`src/rtl/i2c_reg_pkg.sv`:
```
// i2c_reg_pkg: shared types and constants for the I2C register bridge.
//   state_e      - protocol FSM states
//   NUM_REGS_DEF - default register count
//   AW_DEF       - default register address width
//   ACK / NACK   - SDA level of the acknowledge bit
package i2c_reg_pkg;

  typedef enum logic [3:0] {
    IDLE, ADDR, ADDR_ACK, PTR, PTR_ACK, WR_DATA, WR_ACK, RD_DATA, RD_ACK, WAIT
  } state_e;

  localparam int   NUM_REGS_DEF = 37;
  localparam int   AW_DEF       = 6;
  localparam logic ACK          = 1'b0;
  localparam logic NACK         = 1'b1;

endpackage

```
`src/rtl/i2c_line_sync.sv`:
```
// i2c_line_sync: synchronizes raw SCL/SDA and detects bus events.
// Optional macro: I2C_GLITCH_FILTER_EN adds a 3-sample majority filter
// after the 2-FF synchronizers (rejects pulses shorter than 2 clks).
// Ports:
//   clk, rst          - system clock, async active-high reset
//   scl_in, sda_in    - raw pad levels
//   scl_rise/scl_fall - one-clk pulses on synchronized SCL edges
//   start_det         - SDA fall while SCL high
//   stop_det          - SDA rise while SCL high
//   sda_s             - synchronized (filtered) SDA level
module i2c_line_sync (
  input  logic clk,
  input  logic rst,
  input  logic scl_in,
  input  logic sda_in,
  output logic scl_rise,
  output logic scl_fall,
  output logic start_det,
  output logic stop_det,
  output logic sda_s
);

  logic [1:0] scl_sync_q, sda_sync_q;
  logic       scl_f, sda_f;
  logic       scl_prev_q, sda_prev_q;

  // Idle bus is high; reset to 1 so no edge is seen after reset.
  always_ff @(posedge clk or posedge rst) begin
    if (rst) begin
      scl_sync_q <= 2'b11;
      sda_sync_q <= 2'b11;
    end else begin
      scl_sync_q <= {scl_sync_q[0], scl_in};
      sda_sync_q <= {sda_sync_q[0], sda_in};
    end
  end

`ifdef I2C_GLITCH_FILTER_EN
  logic [2:0] scl_hist_q, sda_hist_q;

  function automatic logic maj3(input logic [2:0] v);
    return (v[0] & v[1]) | (v[0] & v[2]) | (v[1] & v[2]);
  endfunction

  always_ff @(posedge clk or posedge rst) begin
    if (rst) begin
      scl_hist_q <= 3'b111;
      sda_hist_q <= 3'b111;
    end else begin
      scl_hist_q <= {scl_hist_q[1:0], scl_sync_q[1]};
      sda_hist_q <= {sda_hist_q[1:0], sda_sync_q[1]};
    end
  end

  assign scl_f = maj3(scl_hist_q);
  assign sda_f = maj3(sda_hist_q);
`else
  assign scl_f = scl_sync_q[1];
  assign sda_f = sda_sync_q[1];
`endif

  always_ff @(posedge clk or posedge rst) begin
    if (rst) begin
      scl_prev_q <= 1'b1;
      sda_prev_q <= 1'b1;
    end else begin
      scl_prev_q <= scl_f;
      sda_prev_q <= sda_f;
    end
  end

  assign scl_rise  = scl_f & ~scl_prev_q;
  assign scl_fall  = ~scl_f & scl_prev_q;
  assign start_det = scl_f & scl_prev_q & sda_prev_q & ~sda_f;
  assign stop_det  = scl_f & scl_prev_q & ~sda_prev_q & sda_f;
  assign sda_s     = sda_f;

endmodule

```
`src/rtl/i2c_reg_bridge.sv`:
```
// i2c_reg_bridge: I2C slave that turns bus transfers into register-file
// write/read strobes. Byte after a write address sets the register
// pointer; following bytes are written; reads stream from the pointer.
// Optional macro: I2C_GLITCH_FILTER_EN (see i2c_line_sync).
// Ports:
//   clk, rst            - system clock, async active-high reset
//   scl_in, sda_in      - raw pad levels
//   sda_oe              - 1 pulls SDA low
//   reg_addr/reg_wdata  - register file address / write data
//   reg_write/reg_read  - strobes, REG_PULSE clks wide
//   reg_rdata           - register file read data
//   busy                - FSM not in IDLE
//
// state    | meaning
// IDLE     | bus free, waiting for START
// ADDR     | shifting in device address + R/W
// ADDR_ACK | driving ACK for address match
// PTR      | shifting in register pointer
// PTR_ACK  | driving ACK for valid pointer
// WR_DATA  | shifting in a write data byte
// WR_ACK   | driving ACK after a write was issued
// RD_DATA  | shifting out a fetched byte
// RD_ACK   | sampling master ACK/NACK
// WAIT     | released, waiting for STOP/START
module i2c_reg_bridge
  import i2c_reg_pkg::*;
#(
  parameter logic [6:0] DEV_ADDR  = 7'h42,
  parameter int         NUM_REGS  = NUM_REGS_DEF,
  parameter int         AW        = AW_DEF,
  parameter int         REG_PULSE = 2
) (
  input  logic          clk,
  input  logic          rst,
  input  logic          scl_in,
  input  logic          sda_in,
  output logic          sda_oe,
  output logic [AW-1:0] reg_addr,
  output logic [7:0]    reg_wdata,
  output logic          reg_write,
  output logic          reg_read,
  input  logic [7:0]    reg_rdata,
  output logic          busy
);

  localparam logic [7:0]    NUM_REGS_B = 8'(NUM_REGS);
  localparam logic [AW-1:0] LAST_PTR   = AW'(NUM_REGS - 1);
  localparam logic [3:0]    PULSE_LD   = 4'(REG_PULSE);

  logic scl_rise, scl_fall, start_det, stop_det, sda_s;

  i2c_line_sync u_sync (
    .clk       (clk),
    .rst       (rst),
    .scl_in    (scl_in),
    .sda_in    (sda_in),
    .scl_rise  (scl_rise),
    .scl_fall  (scl_fall),
    .start_det (start_det),
    .stop_det  (stop_det),
    .sda_s     (sda_s)
  );

  state_e        state_q, state_d;
  logic [3:0]    cnt_q, cnt_d;
  logic [7:0]    sh_q, sh_d;
  logic [7:0]    tx_q, tx_d;
  logic [AW-1:0] ptr_q, ptr_d, ptr_inc;
  logic          sda_oe_q, sda_oe_d;
  logic          rw_q, rw_d;
  logic          mack_q, mack_d;
  logic          wr_go, rd_go;
  logic [AW-1:0] go_addr;

  logic [AW-1:0] reg_addr_q;
  logic [7:0]    reg_wdata_q, rd_q;
  logic          reg_write_q, reg_read_q, cap_q;
  logic [3:0]    pulse_q;

  assign ptr_inc = (ptr_q == LAST_PTR) ? '0 : ptr_q + AW'(1);

  always_ff @(posedge clk or posedge rst) begin
    if (rst) begin
      state_q  <= IDLE;
      cnt_q    <= '0;
      sh_q     <= '0;
      tx_q     <= '0;
      ptr_q    <= '0;
      sda_oe_q <= 1'b0;
      rw_q     <= 1'b0;
      mack_q   <= 1'b0;
    end else begin
      state_q  <= state_d;
      cnt_q    <= cnt_d;
      sh_q     <= sh_d;
      tx_q     <= tx_d;
      ptr_q    <= ptr_d;
      sda_oe_q <= sda_oe_d;
      rw_q     <= rw_d;
      mack_q   <= mack_d;
    end
  end

  always_comb begin
    state_d  = state_q;
    cnt_d    = cnt_q;
    sh_d     = sh_q;
    tx_d     = tx_q;
    ptr_d    = ptr_q;
    sda_oe_d = sda_oe_q;
    rw_d     = rw_q;
    mack_d   = mack_q;
    wr_go    = 1'b0;
    rd_go    = 1'b0;
    go_addr  = ptr_q;

    if (stop_det) begin
      state_d  = IDLE;
      sda_oe_d = 1'b0;
    end else if (start_det) begin
      state_d  = ADDR;
      cnt_d    = '0;
      sda_oe_d = 1'b0;
    end else begin
      if (scl_rise && cnt_q != 4'd8 &&
          (state_q == ADDR || state_q == PTR || state_q == WR_DATA || state_q == RD_DATA)) begin
        sh_d  = {sh_q[6:0], sda_s};
        cnt_d = cnt_q + 4'd1;
      end
      case (state_q)
        ADDR: if (scl_fall && cnt_q == 4'd8) begin
          if (sh_q[7:1] == DEV_ADDR) begin
            state_d  = ADDR_ACK;
            sda_oe_d = 1'b1;
            rw_d     = sh_q[0];
            rd_go    = sh_q[0];
          end else begin
            state_d = WAIT;
          end
        end
        ADDR_ACK: if (scl_fall) begin
          cnt_d = '0;
          if (rw_q) begin
            state_d  = RD_DATA;
            sda_oe_d = ~rd_q[7];
            tx_d     = {rd_q[6:0], 1'b0};
          end else begin
            state_d  = PTR;
            sda_oe_d = 1'b0;
          end
        end
        PTR: if (scl_fall && cnt_q == 4'd8) begin
          if (sh_q < NUM_REGS_B) begin
            ptr_d    = sh_q[AW-1:0];
            state_d  = PTR_ACK;
            sda_oe_d = 1'b1;
          end else begin
            state_d = WAIT;
          end
        end
        PTR_ACK, WR_ACK: if (scl_fall) begin
          state_d  = WR_DATA;
          cnt_d    = '0;
          sda_oe_d = 1'b0;
        end
        WR_DATA: if (scl_fall && cnt_q == 4'd8) begin
          wr_go    = 1'b1;
          ptr_d    = ptr_inc;
          state_d  = WR_ACK;
          sda_oe_d = 1'b1;
        end
        RD_DATA: if (scl_fall) begin
          if (cnt_q == 4'd8) begin
            state_d  = RD_ACK;
            sda_oe_d = 1'b0;
          end else begin
            sda_oe_d = ~tx_q[7];
            tx_d     = {tx_q[6:0], 1'b0};
          end
        end
        RD_ACK: begin
          // Fetch on the ACK rise so data is ready by the next SCL fall.
          if (scl_rise) begin
            mack_d = (sda_s == ACK);
            if (sda_s == ACK) begin
              ptr_d   = ptr_inc;
              rd_go   = 1'b1;
              go_addr = ptr_inc;
            end
          end
          if (scl_fall) begin
            if (mack_q) begin
              state_d  = RD_DATA;
              cnt_d    = '0;
              sda_oe_d = ~rd_q[7];
              tx_d     = {rd_q[6:0], 1'b0};
            end else begin
              state_d = WAIT;
            end
          end
        end
        default: ;
      endcase
    end
  end

  // Strobe generator: pulse_q counts down the remaining high cycles.
  always_ff @(posedge clk or posedge rst) begin
    if (rst) begin
      reg_addr_q  <= '0;
      reg_wdata_q <= '0;
      reg_write_q <= 1'b0;
      reg_read_q  <= 1'b0;
      pulse_q     <= '0;
      cap_q       <= 1'b0;
      rd_q        <= '0;
    end else if (wr_go) begin
      reg_write_q <= 1'b1;
      reg_addr_q  <= go_addr;
      reg_wdata_q <= sh_q;
      pulse_q     <= PULSE_LD;
    end else if (rd_go) begin
      reg_read_q <= 1'b1;
      reg_addr_q <= go_addr;
      pulse_q    <= PULSE_LD;
    end else if (reg_write_q || reg_read_q) begin
      pulse_q <= pulse_q - 4'd1;
      if (pulse_q == 4'd1) begin
        reg_write_q <= 1'b0;
        reg_read_q  <= 1'b0;
        cap_q       <= reg_read_q;
      end
    end else begin
      cap_q <= 1'b0;
      if (cap_q) rd_q <= reg_rdata;
    end
  end

  assign sda_oe    = sda_oe_q;
  assign reg_addr  = reg_addr_q;
  assign reg_wdata = reg_wdata_q;
  assign reg_write = reg_write_q;
  assign reg_read  = reg_read_q;
  assign busy      = (state_q != IDLE);

endmodule

```
`config.mk`:
```
export PLATFORM = sky130hd
export DESIGN_NAME = i2c_reg_bridge
export DESIGN_NICKNAME = d
export VERILOG_FILES = /design/src/rtl/i2c_reg_pkg.sv /design/src/rtl/i2c_line_sync.sv /design/src/rtl/i2c_reg_bridge.sv
export SDC_FILE = /design/constraint.sdc
export NUM_CORES = 1
export LEC_CHECK = 0
export BUFFER_PORTS_ARGS = -buffer_cell sky130_fd_sc_hd__buf_2
export CAP_MARGIN = 5
export CELL_PAD_IN_SITES_DETAIL_PLACEMENT = 0
export CELL_PAD_IN_SITES_GLOBAL_PLACEMENT = 1
export CORE_AREA = 5 5 102 104
export CTS_BUF_LIST = sky130_fd_sc_hd__clkbuf_8
export DETAILED_ROUTE_END_ITERATION = 12
export DIE_AREA = 0 0 107 109
export GPL_TIMING_DRIVEN = 0
export PLACE_DENSITY_LB_ADDON = 0.1
export SYNTH_ARGS = -nofsm -noshare
export SYNTH_HDL_FRONTEND = slang
export SYNTH_SLANG_ARGS = --single-unit
```
`constraint.sdc`:
```
create_clock -name clk -period 2.6 [get_ports clk]
set_input_delay 0.52 -clock clk [delete_from_list [all_inputs] [get_ports clk]]
set_output_delay 0.52 -clock clk [all_outputs]
set_load 0.01 [all_outputs]
```
==> results by group <==
Outcome
  – Status: completed

Setup path
  – Worst Reg-to-Reg Cells: 6
  – CP required: 2.82 ns
  – Worst R2R Setup Slack: 0.20 ns
  – Buf+Inv Stages, Crit Path: 1
  – Reg2reg end: rd_q[7]
  – Capturing element type of the critical path: register
  – Critical path's largest stage delay: 0.58 ns
  – CP top delay family: simple AND/OR/NAND/NOR gates
  – Stages on the worst setup path: 6
  – Critical path class: reg -> reg
  – R2R Path Start: u_sync.scl_sync_q[1]
  – CP Cell Sequence: clkbuf_1, or3b_2, nor2_4, a31oi_4, nand4_4, mux2_2
  – CP Max Fanout: 9
  – CP arrival: 2.62 ns
  – Slowest cell on crit path: or3b_2
  – CP Launch Type: register

Final layout
  – Layout cells sized above 1: 23.24%
  – Design area: 4198 um^2
  – Area grow syn2layout: 14.12%
  – Final nets: 439
  – # diodes: 0

Clock tree
  – CTS sink count: 67
  – CTS tree: done
  – Clk slew on worst S/H paths: 0.08 ns
  – Clock Latency Late Sink: 0.34 ns
  – CTS root buf: clkbuf_8
  – H-tree depth: 3
  – Clock buffer depth: 2
  – Clock buffer count from CTS: 9

Placed design
  – Post-placement cell area: 3969 um^2
  – Dpl hpwl: 6237 um
  – Setup WS pre-CTS: -0.001093 ns
  – GPL Wtd Cong: 0.8356
  – Port Buffers: 29

Timing
  – RSZ-0062 raised after global routing: false
  – Highest Clock Rate: 0.4175 GHz
  – Fin. max-slew vios: 0
  – Post-layout min period: 2.395 ns
  – Final Cycle Share: 92.13%
  – Worst slew margin: 45.19%
  – Final setup margin: 0.2045 ns
  – Final setup viols: 0
  – Worst Tran Pin Value: 0.8222 ns
  – Hold Violations, Final: 0
  – Final clock skew: 0.008796 ns

Global routing
  – Grt total ovfl: 0
  – Overall Global Routing Usage: 16.23%
  – Vias in the first global route: 2867
  – First-pass GRT wire length: 14950 um
  – Initial antenna violation count: 0
  – Largest net degree at the start of global routing: 68

Routing
  – DRC violations left: 0
  – DRT Pass-1 Iters: 5
  – Routed wire length per instance: 16.45 um
  – Via density: 5.454
  – DRT iter0 DRCs: 109
  – Via count: 2945
  – Final ANT Viol Nets: 0
  – Final wirelength: 8885 um

Logic synthesis
  – Xor/xnor share of the synthesized area: 1.190%
  – Multiplexer share of the synthesized area: 10.37%
  – Ys async rst share: 100.0%
  – Synth Warn #: 0
  – Synth Instances: 381
  – Post-Synth Adder-Cell Area: 2.041%
  – Area fraction of the dominant cell type after synthesis: 41.50%
  – EDFF count, synth: 0
  – Synth area leaders: dfrtp_1, nand2_1, mux2_2
  – Synth Cell Area: 3679 um^2
  – Syn nets: 399
  – Cell taking the most area after synthesis: dfrtp_1
  – Post-synth top flop: dfrtp_1
  – Flops & latches, synth: 67
  – Distinct cell type count after synthesis: 62
  – Largest family of logic cells by synthesized area: simple AND/OR/NAND/NOR gates
  – Post-Synth Simple-Gate Area: 22.24%
  – Compound-Gate Fraction of Synth Area: 14.80%
  – Seq/Total Area, Yosys: 45.78%
  – Mean Syn Cell Area: 9.655 um^2

Hold path
  – Worst Hold Depth: 1
  – WHS Endpoint: u_sync.sda_sync_q[0]
  – Worst hold start: sda_in
  – Worst hold path class: in -> reg

Floorplan
  – Die area: 11660 um^2
  – Core area: 9459 um^2
  – Die width: 107 um
  – Row cnt: 36
  – Die Y: 109 um
  – # IOs: 30
  – Initial Util: 38.89%

Power and ir drop
  – Maximum vdd drop: 0.3660 mV
  – LEAKAGE: 1.952 nW
  – Power per cell area: 752.3 nW/um^2

Run
  – Max cap viols: 0
report_power, final:
group	internal [W]	switching, W	leakage, nW	total, W
clock	0.000547	0.000452	0.110	0.000999
combinational	0.000325	0.000449	0.964	0.000774
sequential	0.00119	0.000195	0.878	0.00138
total	0.00206	0.00110	1.95	0.00316
worst max-delay path by stage:
stage / startpoint / end
floorplan: rst / cap_q
CTS: u_sync.scl_sync_q[1] / rd_q[6]
global placement: rst / state_q[2]
global route: u_sync.scl_sync_q[1] / reg_addr[0]
detailed placement: u_sync.scl_sync_q[1] / reg_addr[4]
finish: u_sync.scl_sync_q[1] / rd_q[7]
flip-flops by register name (all words and copies together) (netlist names), 4 cells and up:
register	cells
cnt_q	4
ptr_q	6
pulse_q	4
rd_q	8
reg_addr	6
reg_wdata	8
sh_q	8
state_q	4
tx_q	7
per-stage QoR:
stage / total power (W) / hold WS [ns] / utilization [%] / setup TNS (ns) / std cells
2_1_floorplan: 0.001941 / 0.3452 / - / 0 / 381
3_3_place_gp: 0.002168 / 0.3462 / 41.93 / -33.94 / 524
3_5_place_dp: 0.002183 / 0.3490 / 41.96 / -0.001093 / 524
4_1_cts: 0.003199 / 0.2599 / 44.37 / 0 / 540
5_1_grt: 0.003373 / 0.2618 / 44.38 / 0 / 540
6_report: 0.003158 / 0.2729 / 44.38 / 0 / 540
placed cells by master (no fill, tap or decap), types with 3 or more instances in the layout:
cell,synthesis,final
a21oi_1,20,20
nand2_1,77,77
o211ai_1,5,5
clkbuf_1,12,11
mux2_2,25,25
and4bb_2,3,3
nand2b_1,3,3
xnor2_1,3,3
nor3_1,5,5
a31oi_1,3,3
mux2i_1,10,10
nor2b_1,5,5
dfrtp_1,61,61
dfstp_2,6,6
o21ai_0,18,18
nor2_1,25,25
ha_1,6,6
o2bb2ai_1,4,4
nand3_1,8,8
inv_1,15,14
a22oi_1,4,4
buf_2,6,35
clkbuf_8,0,9
nand4_1,3,3
worst reg2reg max path, stage by stage, from the launching register on:
cell      delay, ns
dfstp_2        0.53
clkbuf_1       0.28
or3b_2         0.58
nor2_4         0.22
a31oi_4        0.10
nand4_4        0.21
mux2_2         0.36
final cells by class:
class	count	area, um^2
clock inverter	7	98.84
buffer	18	76.32
clock buffer	9	123.9
fill	927	5261
sequential	67	1684
timing repair buffer	29	145.1
multi-input combinational	281	1868
tap	114	142.6
inverter	15	58.81
synthesized netlist by cell type, drive strengths merged, types with 2 or more instances:
cell type	count
a22oi	4
o21ai	18
xnor2	3
a221oi	2
dfstp	6
buf	6
nand4	4
nor4b	3
or3	2
a21boi	3
a31oi	4
nand2	77
nor4	2
o31ai	2
a311oi	2
nor3b	2
o2bb2ai	4
o211ai	5
nor2b	5
a21oi	20
and4bb	3
clkbuf	12
ha	6
or4b	2
o2111ai	2
nand2b	3
o31a	2
nand4bb	2
o22ai	2
inv	15
nor2	26
mux2	25
or3b	2
a211o	2
dfrtp	61
xor2	2
nor3	6
mux2i	10
and2	3
nand3	8
nand3b	2
metal layers:
layer	share of wire, %	vias to the layer above	GRT usage [%]
met2	47	67	26.35
li1	-	1438	-
met5	0	-	0
met1	48	1429	21.91
met4	1.4	0	5.753
met3	3.8	11	2.842
timing repair:
action                                  4_1_cts  5_1_grt
setup buffers                                 0        0
resized for setup                             1        2
endpoints found under the setup margin        1        1
hold buffers                                  0        0
cell families after synthesis:
family	count (synthesis)
simple gates	155
compound gates	80
flops	67
mux	35
buf+inv	33
fa+ha+maj	6
xor+xnor	5
(Power assumes the default switching activity.)
